--- src/rtl/busnto1.sv ---
// busnto1: round-robin N-master to 1-slave arbiter for the valid/ready memory bus.
// Optional slave watchdog enabled by defining BUSNTO1_TIMEOUT_EN.
//
// state | meaning
// IDLE  | no owner, grant = 0, arbitrating among m_valid
// BUSY  | one master owns the slave until completion, abandon or abort
module busnto1 #(
    parameter int N_MASTERS      = 4,
    parameter int AW             = 32,
    parameter int DW             = 32,
    parameter int TIMEOUT_CYCLES = 255
) (
    input  logic                        clk,
    input  logic                        resetn,
    input  logic [N_MASTERS-1:0]        m_valid,
    output logic [N_MASTERS-1:0]        m_ready,
    input  logic [N_MASTERS*AW-1:0]     m_addr,
    input  logic [N_MASTERS*DW-1:0]     m_wdata,
    input  logic [N_MASTERS*(DW/8)-1:0] m_wstrb,
    output logic [N_MASTERS*DW-1:0]     m_rdata,
    output logic                        s_valid,
    output logic [AW-1:0]               s_addr,
    output logic [DW-1:0]               s_wdata,
    output logic [DW/8-1:0]             s_wstrb,
    input  logic                        s_ready,
    input  logic [DW-1:0]               s_rdata,
    output logic [N_MASTERS-1:0]        grant,
    output logic                        timeout
);

    localparam int SW = DW / 8;
    localparam int IW = $clog2(N_MASTERS);

    if (N_MASTERS < 2 || N_MASTERS > 8) begin : g_chk_n
        $error("busnto1: N_MASTERS must be in 2..8");
    end
    if (DW % 8 != 0) begin : g_chk_dw
        $error("busnto1: DW must be a multiple of 8");
    end
    if (TIMEOUT_CYCLES < 1 || TIMEOUT_CYCLES > 65535) begin : g_chk_to
        $error("busnto1: TIMEOUT_CYCLES must be in 1..65535");
    end

    typedef enum logic {
        ST_IDLE = 1'b0,
        ST_BUSY = 1'b1
    } state_t;

    state_t               state_q, state_d;
    logic [N_MASTERS-1:0] grant_q, grant_d;
    logic [IW-1:0]        gidx_q, gidx_d;
    logic [IW-1:0]        rr_ptr_q, rr_ptr_d;
    logic [IW-1:0]        ptr_next;
    logic [IW-1:0]        win_lo, win_hi, win_idx;
    logic                 hi_found;
    logic                 sel_valid;
    logic                 abort;

    assign grant     = grant_q;
    assign sel_valid = |(m_valid & grant_q);
    assign ptr_next  = (gidx_q == IW'(N_MASTERS - 1)) ? '0 : gidx_q + 1'b1;

`ifdef BUSNTO1_TIMEOUT_EN
    localparam int WW = $clog2(TIMEOUT_CYCLES + 1);
    logic [WW-1:0] wd_cnt_q;

    always_ff @(posedge clk or negedge resetn) begin
        if (!resetn) begin
            wd_cnt_q <= '0;
        end else if (state_q == ST_IDLE) begin
            wd_cnt_q <= '0;
        end else if (s_valid && !s_ready) begin
            wd_cnt_q <= wd_cnt_q + 1'b1;
        end
    end

    // A late s_ready in the would-be abort cycle still completes normally.
    assign abort = (state_q == ST_BUSY) && sel_valid && !s_ready &&
                   (wd_cnt_q == WW'(TIMEOUT_CYCLES));
`else
    assign abort = 1'b0;
`endif

    // Lowest requester at or above rr_ptr wins, else the lowest requester overall.
    always_comb begin
        win_lo   = '0;
        win_hi   = '0;
        hi_found = 1'b0;
        for (int i = N_MASTERS - 1; i >= 0; i--) begin
            if (m_valid[i]) begin
                win_lo = IW'(i);
                if (IW'(i) >= rr_ptr_q) begin
                    win_hi   = IW'(i);
                    hi_found = 1'b1;
                end
            end
        end
        win_idx = hi_found ? win_hi : win_lo;
    end

    // grant_q is zero while idle, so every slice below falls back to zero.
    always_comb begin
        s_addr  = '0;
        s_wdata = '0;
        s_wstrb = '0;
        m_rdata = '0;
        m_ready = '0;
        for (int i = 0; i < N_MASTERS; i++) begin
            if (grant_q[i]) begin
                s_addr                = m_addr[i*AW +: AW];
                s_wdata               = m_wdata[i*DW +: DW];
                s_wstrb               = m_wstrb[i*SW +: SW];
                m_rdata[i*DW +: DW]   = abort ? {DW{1'b1}} : s_rdata;
                m_ready[i]            = sel_valid && (s_ready || abort);
            end
        end
        s_valid = sel_valid && !abort;
        timeout = abort;
    end

    always_comb begin
        state_d  = state_q;
        grant_d  = grant_q;
        gidx_d   = gidx_q;
        rr_ptr_d = rr_ptr_q;
        case (state_q)
            ST_IDLE: begin
                if (|m_valid) begin
                    state_d          = ST_BUSY;
                    grant_d          = '0;
                    grant_d[win_idx] = 1'b1;
                    gidx_d           = win_idx;
                end
            end
            ST_BUSY: begin
                if (!sel_valid || s_ready || abort) begin
                    state_d  = ST_IDLE;
                    grant_d  = '0;
                    rr_ptr_d = ptr_next;
                end
            end
        endcase
    end

    always_ff @(posedge clk or negedge resetn) begin
        if (!resetn) begin
            state_q  <= ST_IDLE;
            grant_q  <= '0;
            gidx_q   <= '0;
            rr_ptr_q <= '0;
        end else begin
            state_q  <= state_d;
            grant_q  <= grant_d;
            gidx_q   <= gidx_d;
            rr_ptr_q <= rr_ptr_d;
        end
    end

endmodule

--- config.mk ---
export PLATFORM = sky130hd
export DESIGN_NAME = busnto1
export DESIGN_NICKNAME = d
export VERILOG_FILES = /design/src/rtl/busnto1.sv
export SDC_FILE = /design/constraint.sdc
export NUM_CORES = 1
export LEC_CHECK = 0
export ABC_AREA = 1
export BUFFER_PORTS_ARGS = -buffer_cell sky130_fd_sc_hd__buf_2
export CORE_AREA = 5 5 195 197
export DETAILED_ROUTE_END_ITERATION = 16
export DIE_AREA = 0 0 200 202
export SETUP_SLACK_MARGIN = 0.4
export SLEW_MARGIN = 30
export SYNTH_ARGS = -nofsm -noshare
export SYNTH_HDL_FRONTEND = slang
export SYNTH_SLANG_ARGS = --single-unit
--- constraint.sdc ---
create_clock -name clk -period 1.6 [get_ports clk]
set_input_delay 0.16 -clock clk [delete_from_list [all_inputs] [get_ports clk]]
set_output_delay 0.16 -clock clk [all_outputs]
set_load 0.01 [all_outputs]
# [Yosys cells after proc, flatten, opt, wreduce, memory -nomap -nowiden]
# Index checks and enable logic that the tools add are counted.
[op_classes] magnitude_cmp=6 add_sub_neg=1 n_reduce_logical=9 muxes=50 n_bitwise=2 eq_ne=3
[op_table] op="32-bit 2-to-1 mux" count=12
[op_table] op="2-bit 2-to-1 mux" count=14
[op_table] op="4-bit 2-to-1 mux" count=6
[op_table] op="1-bit 2-to-1 mux" count=15
[op_table] op="4-bit case mux with 2 select lines" count=1
[op_table] op="4-bit OR reduction" count=2
[op_table] op="2-bit AND reduction" count=3
[op_table] op="4-bit AND" count=1
[op_table] op="1-bit by 2-bit >= comparator with 1-bit output (first input constant)" count=2
[op_table] op="2-bit >= comparator (first input constant)" count=2
[op_table] op="2-bit by 3-bit < comparator with 1-bit output (second input constant)" count=1
[op_table] op="2-bit by 1-bit adder with 2-bit output (second input constant)" count=1
[op_table] op="1-bit demux with 2-bit select" count=1
[op_table] op="2-bit == test (second input constant)" count=1
[op_table] op="2-bit by 1-bit >= comparator with 1-bit output (second input constant)" count=1
[op_table] op="1-bit logical AND" count=2
[op_table] op="2-bit by 1-bit inequality test with 1-bit output (second input constant)" count=1
[op_table] op="2-bit inequality test (second input constant)" count=1
[op_table] op="1-bit case mux with 2 select lines" count=1
[op_table] op="1-bit logical NOT" count=1
[op_table] op="1-bit logical OR" count=1
[op_table] op="1-bit NOT" count=1
[totals] wordCells=75 reg_bits=9 inputBits=311 out_inout_bits=206

# [Logic depth before layout (Yosys ltp)]
[depth] word_depth=16 depth_mapped=9

# [Worst setup path after synthesis]
# Ideal clock, no wire load.
[synth_path] path_type="register to output" from="register grant_q[0], in the netlist grant[0]" to="output s_addr[17]" t_arrival_ps=1303 n_path_buf=3 slack_ps=137 path_stages_with_launch=10 path_cell_list="dfrtp_1 > buf_4 > inv_2 > nor2_4 > buf_4 > buf_6 > nand2_1 > nand2_1 > o21ai_1 > o21ai_1"
[synth_between] elab_chain_cells=4
[synth_rtl] element="start: declaration" line_no="50" source="logic [N_MASTERS-1:0] grant_q, grant_d;"
[synth_rtl] element="start signal: assignment" line_no="153" source="grant_q <= grant_d;"
[synth_rtl] element="32-bit 2-to-1 mux (4 in series)" line_no="109" source="if (grant_q[i]) begin"
[synth_rtl] element="end: declaration" line_no="22" source="output logic [AW-1:0] s_addr,"
# Every way passes these cells.

# [Worst setup path after layout]
[layout_path] from="register grant_q[1], in the netlist grant[1]" to="output s_wdata[23]"
[layout_between] elab_chain_cells=3
[layout_rtl] element="32-bit 2-to-1 mux (3 in series)" line_no="109"
[layout_rtl] element="end: declaration" line_no="23" source="output logic [DW-1:0] s_wdata,"
# Every way passes these cells.

==> metrics.yaml <==
route:
  drt-total-wl_um: 36500
  wl_per_cell_um: 19.8
  num_vias: 7595
  drtIter0Drc: 308
  post-route-drc-count: 0
  drt_first_pass_iters: 6
  viasPerCell: 4.13
  postRouteAntennaNets: 0
clocking:
  clock-sinks: 9
  path_clk_slew_ns: 0.04
  cts_buffer_depth: 2
  h-tree-depth: 1
  root_buffer: "clkbuf_16"
  worstSkewPairLatency_ns: 0.24
  cts_tree: "built"
  numCtsBuffers: 3
global_route:
  grtUsageTotal_pct: 13.7
  grt_pass1_wl_um: 42200
  grt_max_degree: 52
  overflow: 0
  antenna_found_initial: 4
  grt_pass1_vias: 6859
sta:
  fin_ws_ns: -0.388
  tns_ns: -28.85
  finalHoldViolations: 0
  period_needed_ns: 1.99
  finalSetupViolCount: 128
  fin_skew_ns: 0.00380
  rsz0062_at_grt: "yes"
  fin_crit_sh_pct: 124
  drv_slew: 0
  max_freq_ghz: 0.503
outcome:
  violations: "setup timing"
  outcome: "finished with violations"
floorplan:
  dieArea_sq_um: 40400
  io_pins: 517
  start_util_pct: 9.96
  num_rows: 70
  core_area_sq_um: 36100
  die_h_um: 202
  die_w_um: 200
cells_and_area:
  final_cell_mix: "buf_2, nand2_1, buf_6"
  fin_util_pct: 26.5
  layout_commonest_cell: "buf_2"
  nNetsFinal: 1681
  syn2layout_area_growth_pct: 166
  final_layout_size_suffix_gt1_share_pct: 65.3
synth:
  synth_edf_count: 0
  ys_seq_elements: 9
  synthesis.nets: 1120
  ys_warn_count: 0
  synthFlopType: "dfrtp_1"
  syn-cell-area_sq_um: 3590
  ys_seq_area_share_pct: 6.27
  netlist_instances: 808
  postSynthAreaPerCell_sq_um: 4.45
  synth.distinct_cells: 20
  ys_async_sr_fraction_pct: 100
placed_design:
  place.gp.congestion: 0.952
  dp_hpwl_um: 24900
  port_buffers: 515
flow_run:
  maxCapViolCount: 0
min_path:
  hp-start: "s_ready"
  hold_class: "in2reg"
setup_path:
  crit_path_end_kind: "output port"
  startpoint_type: "flop"
  crit_required_ns: 1.44
  arrival_ns: 1.83
  cp-startpoint: "grant[1]$_DFFE_PN0P_"
  crit_type: "reg2out"
  r2r_start: "grant[1]$_DFFE_PN0P_"
  path_max_fanout: 6
power_and_ir_drop:
  cellPowerDensity_nw_per_um2: 1870
  power_mw: 17.9
  ir_worst_vdd_v: 0.000991
  leakagePower_nw: 5.97
## through the flow
step	hold slack (ns)	area, sq um	cells	setup WS [ns]
6_report	0.216	9560	1839	-0.388
5_1_grt	0.213	9550	1836	-0.448
4_1_cts	0.211	7690	1801	-0.339
3_5_place_dp	0.0389	7050	1778	-0.173
3_3_place_gp	0.0384	7050	1778	-0.196
2_1_floorplan	-0.136	3720	808	0.187
## sequential cells by signal (all words and copies together), names as in the netlist
| name | cells |
|---|---|
| grant | 4 |
| rr_ptr_q | 2 |
| gidx_q | 2 |
| state_q | 1 |
## final cells by class
type,count,area (sq um)
Clock inverter,1,5.00
Tap cell,468,586
Fill cell,3919,26500
Sequential cell,9,236
Inverter,144,546
Antenna cell,3,7.51
Timing Repair Buffer,616,4660
Clock buffer,3,75.1
Multi-Input combinational cell,595,3440
## what timing repair did
item,CTS,global route
setup endpoints to repair,212,214
hold buffers,1,0
gates cloned,8,18
buffers inserted,10,17
endpoints found under the hold margin,9,0
resized for setup,80,407
pin swaps,25,86
## synth_stat cells (2+ instances only)
| library cell | n | area (sq um) |
|---|---|---|
| inv_1 | 143 | 537 |
| buf_2 | 16 | 80.1 |
| buf_1 | 8 | 30.0 |
| clkbuf_1 | 25 | 93.8 |
| nor2_1 | 9 | 33.8 |
| dfrtp_1 | 9 | 225 |
| a21oi_1 | 70 | 350 |
| nand2_1 | 361 | 1360 |
| buf_6 | 2 | 22.5 |
| buf_4 | 9 | 67.6 |
| o21ai_0 | 75 | 375 |
| o21ai_1 | 64 | 320 |
| nand3_1 | 10 | 50.1 |
## metal layers
layer  global-route usage, %  routed length (um)  vias up
li1                        -                   -     3601
met1                    15.5               13400     3487
met2                    26.3               19100      439
met3                    2.25                2830       66
met4                    3.35                1180        2
met5                       0                  13        -
## worst paths after layout
kind	endpoint	slack [ns]	depth (start not counted)
min	state_q$_DFF_PN0_	0.22	2
min reg2reg	rr_ptr_q[1]$_DFFE_PN0P_	0.50	2
max in group asynchronous	grant[1]$_DFFE_PN0P_	1.05	2
max	s_wdata[23]	-0.39	9
max reg2reg	rr_ptr_q[0]$_DFFE_PN0P_	-0.08	10
min in group asynchronous	rr_ptr_q[0]$_DFFE_PN0P_	0.32	2
## report_power, final
group          leakage [nW]  switching (mW)  total, mW  internal (mW)
registers             0.108           0.178      0.536          0.358
clock network        0.0409           0.119      0.449          0.330
logic                  5.82            9.26       16.9           7.67
## critical path: stages (launching register included)
cell and delay [ns]:
dfrtp_4 0.49, nor2_4 0.15, buf_12 0.14, buf_12 0.14, buf_16 0.15, nand2_2 0.05
nand2_1 0.05, o21ai_1 0.06, o21ai_1 0.19, buf_2 0.17
## logic make-up after synthesis
logic type      count (synthesis)  share of synthesized area, %
compound gates                211                          29.6
fa+ha+maj                       1                         0.348
other cells                     1                         0.104
flops                           9                          6.27
simple gates                  382                          40.5
buf+inv                       204                          23.2
Note: power is estimated with default switching activity, not from simulation.
